File: src/rtl/g2e_buffer_ctrl.sv
// g2e_buffer_ctrl
// Sequencer for the 8-to-11-bit gearbox bit buffer used in the Hamming encode
// path. It owns the write pointer, read pointer and occupancy (all in bits) of
// the circular bit buffer, and runs the producer and consumer handshakes. A
// flush drains any residue as one final read word with its MSBs zero-padded.
//
// Ports:
//   clk, rst      clock (rising edge) and async active-high reset
//   wr_valid/rdy  producer handshake, WR_DATA_WIDTH bits per beat
//   rd_valid/rdy  consumer handshake, RD_DATA_WIDTH bits per beat
//   rd_last       current read beat is the final, padded drain beat
//   flush         request a drain of the residue (sampled only in RUN)
//   flush_done    one-cycle pulse after the drain completes
//   buf_wr_en/ptr write strobe and bit offset to the buffer datapath
//   buf_rd_en/ptr read strobe and bit offset to the buffer datapath
//   buf_rd_pad    number of read-word MSBs the datapath forces to zero
//   level         current occupancy in bits
module g2e_buffer_ctrl #(
  parameter int WR_DATA_WIDTH   = 8,
  parameter int RD_DATA_WIDTH   = 11,
  parameter int BUF_BUFFER_SIZE = 18,
  localparam int PW = $clog2(BUF_BUFFER_SIZE),
  localparam int LW = $clog2(BUF_BUFFER_SIZE + 1),
  localparam int QW = $clog2(RD_DATA_WIDTH + 1)
) (
  input  logic          clk,
  input  logic          rst,
  input  logic          wr_valid,
  output logic          wr_ready,
  output logic          rd_valid,
  input  logic          rd_ready,
  output logic          rd_last,
  input  logic          flush,
  output logic          flush_done,
  output logic          buf_wr_en,
  output logic [PW-1:0] buf_wr_ptr,
  output logic          buf_rd_en,
  output logic [PW-1:0] buf_rd_ptr,
  output logic [QW-1:0] buf_rd_pad,
  output logic [LW-1:0] level
);

  // A write may only be accepted when a full read cannot be made, so the
  // buffer must hold that worst-case residue plus one write beat.
  if (BUF_BUFFER_SIZE < WR_DATA_WIDTH + RD_DATA_WIDTH - 1) begin : g_size_chk
    $error("g2e_buffer_ctrl: BUF_BUFFER_SIZE too small for WR/RD widths");
  end

  typedef enum logic {S_RUN, S_DRAIN} state_t;

  localparam logic [LW:0]   L_WR  = (LW+1)'(WR_DATA_WIDTH);
  localparam logic [LW:0]   L_RD  = (LW+1)'(RD_DATA_WIDTH);
  localparam logic [LW:0]   L_SZ  = (LW+1)'(BUF_BUFFER_SIZE);
  localparam logic [PW:0]   P_WR  = (PW+1)'(WR_DATA_WIDTH);
  localparam logic [PW:0]   P_RD  = (PW+1)'(RD_DATA_WIDTH);
  localparam logic [PW:0]   P_SZ  = (PW+1)'(BUF_BUFFER_SIZE);
  localparam logic [LW-1:0] LV_RD = LW'(RD_DATA_WIDTH);

  state_t        r_state, w_state_nx;
  logic [PW-1:0] r_wr_ptr, r_rd_ptr, w_wr_ptr_nx, w_rd_ptr_nx;
  logic [LW-1:0] r_level, w_level_nx;
  logic          r_flush_done, w_flush_done_nx;
  logic          w_wr_fire, w_rd_fire;
  logic [PW:0]   w_wr_sum, w_rd_sum, w_wr_inc, w_rd_inc;
  logic [LW:0]   w_lvl_sum;

  // Handshake side: depends only on registered state.
  always_comb begin
    wr_ready   = 1'b0;
    rd_valid   = 1'b0;
    rd_last    = 1'b0;
    buf_rd_pad = '0;
    case (r_state)
      S_RUN: begin
        wr_ready = ({1'b0, r_level} + L_WR) <= L_SZ;
        rd_valid = r_level >= LV_RD;
      end
      S_DRAIN: begin
        rd_valid = r_level != '0;
        rd_last  = r_level <= LV_RD;
        if (rd_last) buf_rd_pad = QW'(LV_RD - r_level);
      end
      default: ;
    endcase
  end

  // Strobes are suppressed while reset is held, even if the producer or
  // consumer keeps its side of the handshake high.
  assign w_wr_fire  = wr_valid & wr_ready & ~rst;
  assign w_rd_fire  = rd_valid & rd_ready & ~rst;

  assign buf_wr_en  = w_wr_fire;
  assign buf_wr_ptr = r_wr_ptr;
  assign buf_rd_en  = w_rd_fire;
  assign buf_rd_ptr = r_rd_ptr;
  assign level      = r_level;
  assign flush_done = r_flush_done;

  // Modular pointer advance: one conditional subtract is enough because a
  // single step never exceeds the buffer size.
  assign w_wr_sum = {1'b0, r_wr_ptr} + P_WR;
  assign w_rd_sum = {1'b0, r_rd_ptr} + P_RD;
  assign w_wr_inc = (w_wr_sum >= P_SZ) ? w_wr_sum - P_SZ : w_wr_sum;
  assign w_rd_inc = (w_rd_sum >= P_SZ) ? w_rd_sum - P_SZ : w_rd_sum;

  assign w_lvl_sum = {1'b0, r_level} + (w_wr_fire ? L_WR : '0)
                                     - (w_rd_fire ? L_RD : '0);

  always_comb begin
    w_state_nx      = r_state;
    w_wr_ptr_nx     = w_wr_fire ? w_wr_inc[PW-1:0] : r_wr_ptr;
    w_rd_ptr_nx     = w_rd_fire ? w_rd_inc[PW-1:0] : r_rd_ptr;
    w_level_nx      = w_lvl_sum[LW-1:0];
    w_flush_done_nx = 1'b0;
    case (r_state)
      S_RUN: begin
        if (flush) w_state_nx = S_DRAIN;
      end
      S_DRAIN: begin
        if (r_level == '0) begin
          w_state_nx      = S_RUN;
          w_flush_done_nx = 1'b1;
        end else if (w_rd_fire && rd_last) begin
          // The padded beat consumes the residue; the read pointer jumps to
          // the write pointer so the next word starts on fresh data.
          w_level_nx      = '0;
          w_rd_ptr_nx     = r_wr_ptr;
          w_state_nx      = S_RUN;
          w_flush_done_nx = 1'b1;
        end
      end
      default: w_state_nx = S_RUN;
    endcase
  end

  always_ff @(posedge clk or posedge rst) begin
    if (rst) begin
      r_state      <= S_RUN;
      r_wr_ptr     <= '0;
      r_rd_ptr     <= '0;
      r_level      <= '0;
      r_flush_done <= 1'b0;
    end else begin
      r_state      <= w_state_nx;
      r_wr_ptr     <= w_wr_ptr_nx;
      r_rd_ptr     <= w_rd_ptr_nx;
      r_level      <= w_level_nx;
      r_flush_done <= w_flush_done_nx;
    end
  end

endmodule

File: config.mk
export PLATFORM = sky130hd
export DESIGN_NAME = g2e_buffer_ctrl
export DESIGN_NICKNAME = d
export VERILOG_FILES = /design/src/rtl/g2e_buffer_ctrl.sv
export SDC_FILE = /design/constraint.sdc
export NUM_CORES = 1
export LEC_CHECK = 0
export BUFFER_PORTS_ARGS = -buffer_cell sky130_fd_sc_hd__buf_2
export CORE_MARGIN = 2
export CORE_UTILIZATION = 25
export CTS_CLUSTER_SIZE = 20
export DETAILED_ROUTE_END_ITERATION = 8
export GPL_TIMING_DRIVEN = 0
export SLEW_MARGIN = 25
export SYNTH_ARGS = -nofsm -noshare
export SYNTH_HDL_FRONTEND = slang
export SYNTH_SLANG_ARGS = --single-unit
File: constraint.sdc
create_clock -name clk -period 5.81 [get_ports clk]
set_clock_uncertainty 0.1 [all_clocks]
set_input_delay 0.8715 -clock clk [delete_from_list [all_inputs] [get_ports clk]]
set_output_delay 0.8715 -clock clk [all_outputs]
set_load 0.005 [all_outputs]
==> out/metrics.csv, run 1 <==
stage,metric,value,unit
place,placed_area,1590,um^2
clocking,cts_tree,yes,
die,fp.dieW,77.9,um
run,max-cap-violations,0,
place,dp_cells,257,
setup_path,path_common_cell,buf_2,
grt,met3_usage,1.51,%
timing,tns,0,ns
cells_and_area,area_growth,20.7,%
timing,slew-limit-headroom,55.3,%
drt,drt_iter0_drc,49,
yosys,synth_flop_cell,dfrtp_1,
cells_and_area,fin_nets,215,
clocking,cts_made_buffers,3,
clocking,postCtsHoldBufs,0,
drt,wl_per_cell,11.4,um
yosys,syn_avg_cell_area,8.59,um^2
die,die_area,6070,um^2
yosys,synth-simple-area-share,19.3,%
grt,grtUsageMet2,19.1,%
yosys,synthTopCellsByCount,"inv_1, dfrtp_1, ha_1",
cells_and_area,finish.cell_count_without_fillers,261,
timing,worst_pin_slew,0.670,ns
yosys,yosysSeqAreaShare,29.3,%
min_path,hp-class,flip-flop to flip-flop,
drt,drtPass1Iterations,4,
yosys,syn_nets,182,
grt,grt_pass1_vias,1192,
die,placementRows,26,
setup_path,critical_path_class,input port to output pin,
timing,hold_viol,0,
power,power.static_leakage,0.847,nW
cells_and_area,num_antenna_cells,0,
yosys,yosysTopAreaCellShare,29.3,%
power,powerDensity,609,nW/um^2
yosys,synth_xor_area_share,3.85,%
yosys,synth_area_leader_cell,dfrtp_1,
yosys,synth_compound_area_share,20.0,%
yosys,synth-adder-area-share,17.6,%
clocking,root_buffer,clkbuf_8,
clocking,clk_path_buf_depth,2,
grt,antenna_found_initial,0,
timing,fin_crit,3.45,ns
clocking,clkSinkCount,16,
clocking,post_cts_buffers,0,
grt,busiest_layer,met2,
drt,drcViolationCount,0,
drt,viasPerCell,4.47,
timing,setup_violations,0,
place,place_congestion,0.788,
yosys,synth-warning-count,0,
timing,rsz0062_at_grt,false,
clocking,clock_latency,0.25,ns
setup_path,cp_top_family,buffers and inverters,
die,start_util,26.2,%
yosys,syn_area,1370,um^2
die,io_pins,30,
timing,fin_crit_sh,59.4,%
yosys,synth_edf_count,0,
drt,wirelength,2970,um
yosys,synth.area.mux_share,1.47,%
run_status,outcome,completed,
yosys,synth_cells,159,
grt,grt_usage,10.6,%
setup_path,crit_path_top_delay_cell,inv_1,
yosys,ys_seq_elements,16,
place,io_buffers,28,
grt,grt_max_degree,19,
timing,drv_slew,0,
setup_path,crit_buf_inv,5,
setup_path,cp.required,4.84,ns
clocking,cts_resized,0,
setup_path,cpPeakStageDelay,0.49,ns
yosys,ys_types,48,
place,hpwl,2350,um
setup_path,worstPathArrival,2.48,ns
cells_and_area,fin_area,1650,um^2
drt,via_count,1166,
clocking,cts.htree.levels,1,
die,die_h,77.9,um
yosys,synth_area_leaders,"dfrtp_1, ha_1, inv_1",
setup_path,cp-start-kind,input port,
timing,max_freq,290,MHz
power,vdd_ir_drop_max,0.000129,V
yosys,yosysMostFrequentCell,inv_1,
grt,grt.overflow.total,0,
yosys,synthArstFlopShare,100,%
yosys,synth_top_family_by_area,compound AO/OA/AOI/OAI gates,
setup_path,endpoint_kind,output pin,
die,core,5200,um^2
grt,grtUsageMet1,12.8,%
setup_path,critical_path.max_fanout,18,
cells_and_area,drive_above_1_share,23.0,%
grt,grt_pass1_wl,5320,um
setup_path,worstPathCellList,"buf_2, inv_1, o311ai_1, or2_1, buf_2, inv_2, buf_2",
clocking,clk_pin_slew,0.06,ns
drt,postRouteAntennaNets,0,
metrics by stage:
stage | setup slack, ns | total power, mW | hold slack, ns | utilization (%)
detailed placement | 2.05 | 0.914 | 0.456 | 30.6
floorplan | 2.55 | 0.721 | 0.420 | -
global placement | 2.08 | 0.908 | 0.438 | 30.6
global route | 2.08 | 1.14 | 0.475 | 31.7
CTS | 2.27 | 1.02 | 0.465 | 31.7
finish | 2.36 | 1.00 | 0.459 | 31.7
worst register-to-register path, cell delays in order (launching register included):
cell	delay, ns
dfrtp_1	0.47
inv_1	0.14
ha_1	0.24
a311oi_1	0.27
o21a_1	0.24
or2_1	0.12
buf_2	0.18
inv_2	0.11
fa_1	0.51
inv_1	0.04
ha_1	0.29
a21oi_1	0.16
xnor2_1	0.13
nor2_1	0.05
cells in the final DEF (no fill, tap or decap), types with 4 or more instances in the layout:
cell,instances
nand2_1,8
buf_2,31
nor2b_1,6
clkbuf_8,4
ha_1,16
dfrtp_1,16
o21ai_0,8
inv_1,22
a21oi_1,7
nor2_1,15
cell families after synthesis:
kind of cell | after synthesis
compound gates | 39
xor+xnor | 6
fa+ha+maj | 18
buf+inv | 28
flops | 16
mux | 2
other cells | 1
simple gates | 49
registers in the layout, indices dropped and copies added (netlist names):
register / cells
buf_rd_ptr: 5
level: 5
buf_wr_ptr: 4
flush_done: 1
r_state: 1
metal layers:
layer	up-vias	share of wire (%)
met5	-	0
met4	0	0.81
met3	2	3.1
met2	16	49
met1	532	47
li1	616	-
area by class of cell:
cell class	count	area, um^2
flip-flops and latches	16	400
multi-input cells	115	853
plain buffers	5	26.3
well taps	70	87.6
clock buffers	4	55.1
fillers	559	3560
inverters	23	86.3
repair buffers	28	140
where the power goes:
group	switching (mW)	internal [mW]
clock	0.0383	0.0601
combinational	0.343	0.309
sequential	0.0848	0.169
total	0.466	0.539
final timing paths:
kind	end	slack [ns]	cells after the start	start
hold reg to reg	buf_wr_ptr[1]	0.46	1	buf_wr_ptr[1]
max in group asynchronous	buf_rd_ptr[0]	4.57	2	rst
min in group asynchronous	buf_rd_ptr[4]	0.61	2	rst
setup reg to reg	level[4]	2.62	13	level[2]
setup / recovery	buf_rd_en	2.36	7	rst
hold / removal	buf_wr_ptr[1]	0.46	1	buf_wr_ptr[1]
Note: power is estimated with default switching activity, not from simulation.
==> run 2: changes to the inputs <==
Settings changed: ABC_AREA set to 1.
Clock period 5.81 ns to 2.77 ns, I/O delays scaled along.
==> run 2 against run 1 <==
  * Global-route usage decreased by 0.59 points
  * Cell count increased by 8.4%
  * Cell area increased by 1.1%
  * Core utilization increased by 1.2 points
  * Critical path depth rose by 8
  * Setup slack worse by 2.3 ns
  * Synthesized cell count rose by 11%
  * Clock power increased by 110%
  * Combinational power increased by 120%
  * Largest power group unchanged
  * Highest routed layer unchanged
==> out/metrics.csv, run 2 <==
stage,metric,value,unit,change
run_status,outcome,completed,,
grt,grt_max_degree,19,,unchanged
clocking,cts.htree.levels,1,,unchanged
cells_and_area,finish.cell_count_without_fillers,283,,+8.4%
setup_path,worstPathArrival,2.76,ns,+0.28 ns
drt,viasPerCell,4.06,,-9.2%
setup_path,worstPathCellList,"inv_4, ha_2, nand2_1, nor2_2, nor2_1, nand2_2, nand2_4, nor2_8, fa_1, inv_2, ha_4, a21oi_1, nand2_1, or2_2, a21oi_2",,
timing,fin_crit,2.68,ns,
yosys,yosysSeqAreaShare,30.7,%,+1.3 points
die,start_util,25.7,%,-0.51 points
cells_and_area,nFillCells,568,,+1.6%
die,io_pins,30,,unchanged
drt,wl_per_cell,9.94,um,-13%
grt,antenna_found_initial,0,,unchanged
setup_path,critical_path.max_fanout,6,,-12
place,dp_cells,274,,+6.6%
place,place_congestion,0.762,,-3.4%
die,die_area,5820,um^2,-4.2%
timing,setup_violations,0,,unchanged
clocking,clk_pin_slew,0.07,ns,about the same
timing,fin_crit_sh,96.9,%,
yosys,synth-warning-count,0,,unchanged
clocking,cts_tree,yes,,
drt,postRouteAntennaNets,0,,unchanged
grt,grt_pass1_vias,1092,,-8.4%
setup_path,cp.required,2.85,ns,-1.99 ns
grt,met3_usage,1.90,%,+0.38 points
place,io_buffers,28,,unchanged
setup_path,r2r_cells,15,,+2
clocking,postCtsHoldBufs,0,,unchanged
cells_and_area,drive_above_1_share,30.0,%,+7.0 points
grt,grtUsageMet2,17.0,%,-2.1 points
grt,busiest_layer,met2,,
yosys,ys_seq_elements,16,,unchanged
grt,grtUsageMet1,13.0,%,+0.17 points
setup_path,critical_path_class,flip-flop to flip-flop,,
die,fp.dieW,76.3,um,-2.1%
run,max-cap-violations,0,,unchanged
cells_and_area,area_growth,27.7,%,
yosys,synth_area_leaders,"dfrtp_1, ha_1, nand2_1",,
yosys,syn_area,1310,um^2,-4.4%
setup_path,endpoint_kind,flip-flop,,
place,hpwl,2230,um,-5.4%
cells_and_area,layout_commonest_cell,nand2_1,,
drt,drtPass1Iterations,2,,-2
timing,max_freq,372,MHz,
clocking,clock_latency,0.25,ns,about the same
yosys,synth_area_leader_cell,dfrtp_1,,
drt,drt_iter0_drc,62,,+27%
yosys,yosysMostFrequentCell,nand2_1,,
setup_path,path_common_cell,nand2_1,,
setup_path,r2r-end,level[4],,
timing,rsz0062_at_grt,true,,
grt,grt_usage,9.97,%,-0.59 points
cells_and_area,num_antenna_cells,0,,unchanged
die,core,5070,um^2,-2.5%
drt,via_count,1148,,-1.5%
clocking,clkSinkCount,16,,unchanged
yosys,ys_types,22,,-54%
setup_path,cpPeakStageDelay,0.44,ns,-0.05 ns
power,powerDensity,1300,nW/um^2,+110%
min_path,hp-class,input port to asynchronous set/reset pin,,
grt,grt_pass1_wl,4830,um,-9.2%
yosys,synthArstFlopShare,100,%,unchanged
drt,drcViolationCount,0,,unchanged
clocking,root_buffer,clkbuf_8,,
yosys,syn_avg_cell_area,7.42,um^2,-14%
setup_path,crit_path_top_delay_cell,fa_1,,
yosys,synth_flop_cell,dfrtp_1,,
cells_and_area,fin_nets,237,,+10%
clocking,clk_path_buf_depth,2,,unchanged
drt,wirelength,2810,um,-5.3%
yosys,synthTopCellsByCount,"nand2_1, inv_1, nor2_1",,
power,power.static_leakage,0.946,nW,+12%
yosys,yosysTopAreaCellShare,30.7,%,+1.3 points
grt,grt.overflow.total,0,,unchanged
die,die_h,76.3,um,-2.1%
die,placementRows,26,,unchanged
yosys,synth_edf_count,0,,unchanged
power,vdd_ir_drop_max,0.000300,V,+130%
yosys,syn_nets,199,,+9.3%
setup_path,r2r_slack,0.09,ns,-2.53 ns
setup_path,cp-start-kind,flip-flop,,
timing,hold_viol,0,,unchanged
timing,hold_slack,0.0623,ns,-0.397 ns
cells_and_area,final_cell_mix,"nand2_1, buf_2, inv_1",,
yosys,synth_cells,176,,+11%
timing,drv_slew,0,,unchanged
clocking,cts_made_buffers,3,,unchanged
setup_path,reg2reg_from,level[2],,
run 2: cell count changes after synthesis, sizes merged, moves of 5 or more:
cell	before	now
a21oi	7	13
inv	23	33
nand2	8	41
nand3	0	14
nor2	15	25
nor2b	6	0
o21ai	9	4
run 2: per-layer routing:
layer	wire length, um	up-vias	part of all wire, %
met3	74	2	2.6
met4	13	0	0.46
met1	1330	512	47
li1	-	622	-
met2	1390	12	49
met5	0	-	0
run 2: where the power goes:
| part | internal (mW) | switching (mW) |
|---|---|---|
| clock | 0.126 | 0.0787 |
| combinational | 0.640 | 0.810 |
| sequential | 0.360 | 0.147 |
| total | 1.13 | 1.04 |
run 2: layout make-up:
| cell class | instances | area (um^2) | area share, % |
|---|---|---|---|
| Multi-Input combinational cell | 126 | 807 | 48.4 |
| Sequential cell | 16 | 403 | 24.2 |
| Timing Repair Buffer | 33 | 178 | 10.7 |
| Inverter | 33 | 130 | 7.80 |
| Tap cell | 70 | 87.6 | 5.25 |
| Clock buffer | 4 | 55.1 | 3.30 |
| Buffer | 1 | 7.51 | 0.450 |
run 2: stage by stage:
stage / power [mW] / utilization [%] / setup slack (ns) / TNS (ns) / instance area [um^2]
final: 2.16 / 32.9 / 0.0853 / 0 / 1670
after global routing: 2.44 / 32.9 / -0.0654 / -0.0654 / 1670
after CTS: 2.16 / 32.6 / 0.0399 / 0 / 1650
after detailed placement: 1.85 / 30.2 / -0.415 / -0.509 / 1530
after global placement: 1.83 / 30.2 / -0.429 / -0.568 / 1530
after floorplan: 1.47 / - / 0.00458 / 0 / 1310
run 2: how the worst max path moves through the flow:
stage                     startpoint        to  slack (ns)
final                       level[2]  level[4]        0.09
after detailed placement         rst  level[4]       -0.41
after floorplan             level[2]  level[4]       0.005
after CTS                   level[2]  level[4]        0.04
after global placement           rst  level[4]       -0.43
after global routing        level[2]  level[4]       -0.07
run 2: what timing repair did:
| action | CTS | global route |
|---|---|---|
| gates resized for setup | 12 | 3 |
| endpoints found under the setup margin | 2 | 2 |
| buffers inserted | 4 | 1 |
| endpoints found under the hold margin | 0 | 0 |
| pin swaps | 1 | 1 |
run 2: worst max-delay path, delay by kind of cell (launching register included):
family	cells	cell delay, ns
adders and majority gates	3	0.83
and+or+nand+nor	8	0.83
DFF	1	0.43
AOI/OAI and AO/OA	2	0.24
buffers and inverters	2	0.17
run 2: cell families after synthesis:
family / count (synthesis) / share of synthesized area, %
and+or+nand+nor: 85 / 29.9
adders and majority gates: 18 / 18.4
xor gates and xnor gates: 5 / 3.35
AOI/OAI and AO/OA: 17 / 7.38
DFF: 16 / 30.7
other: 1 / 0.287
buffers and inverters: 34 / 10.1
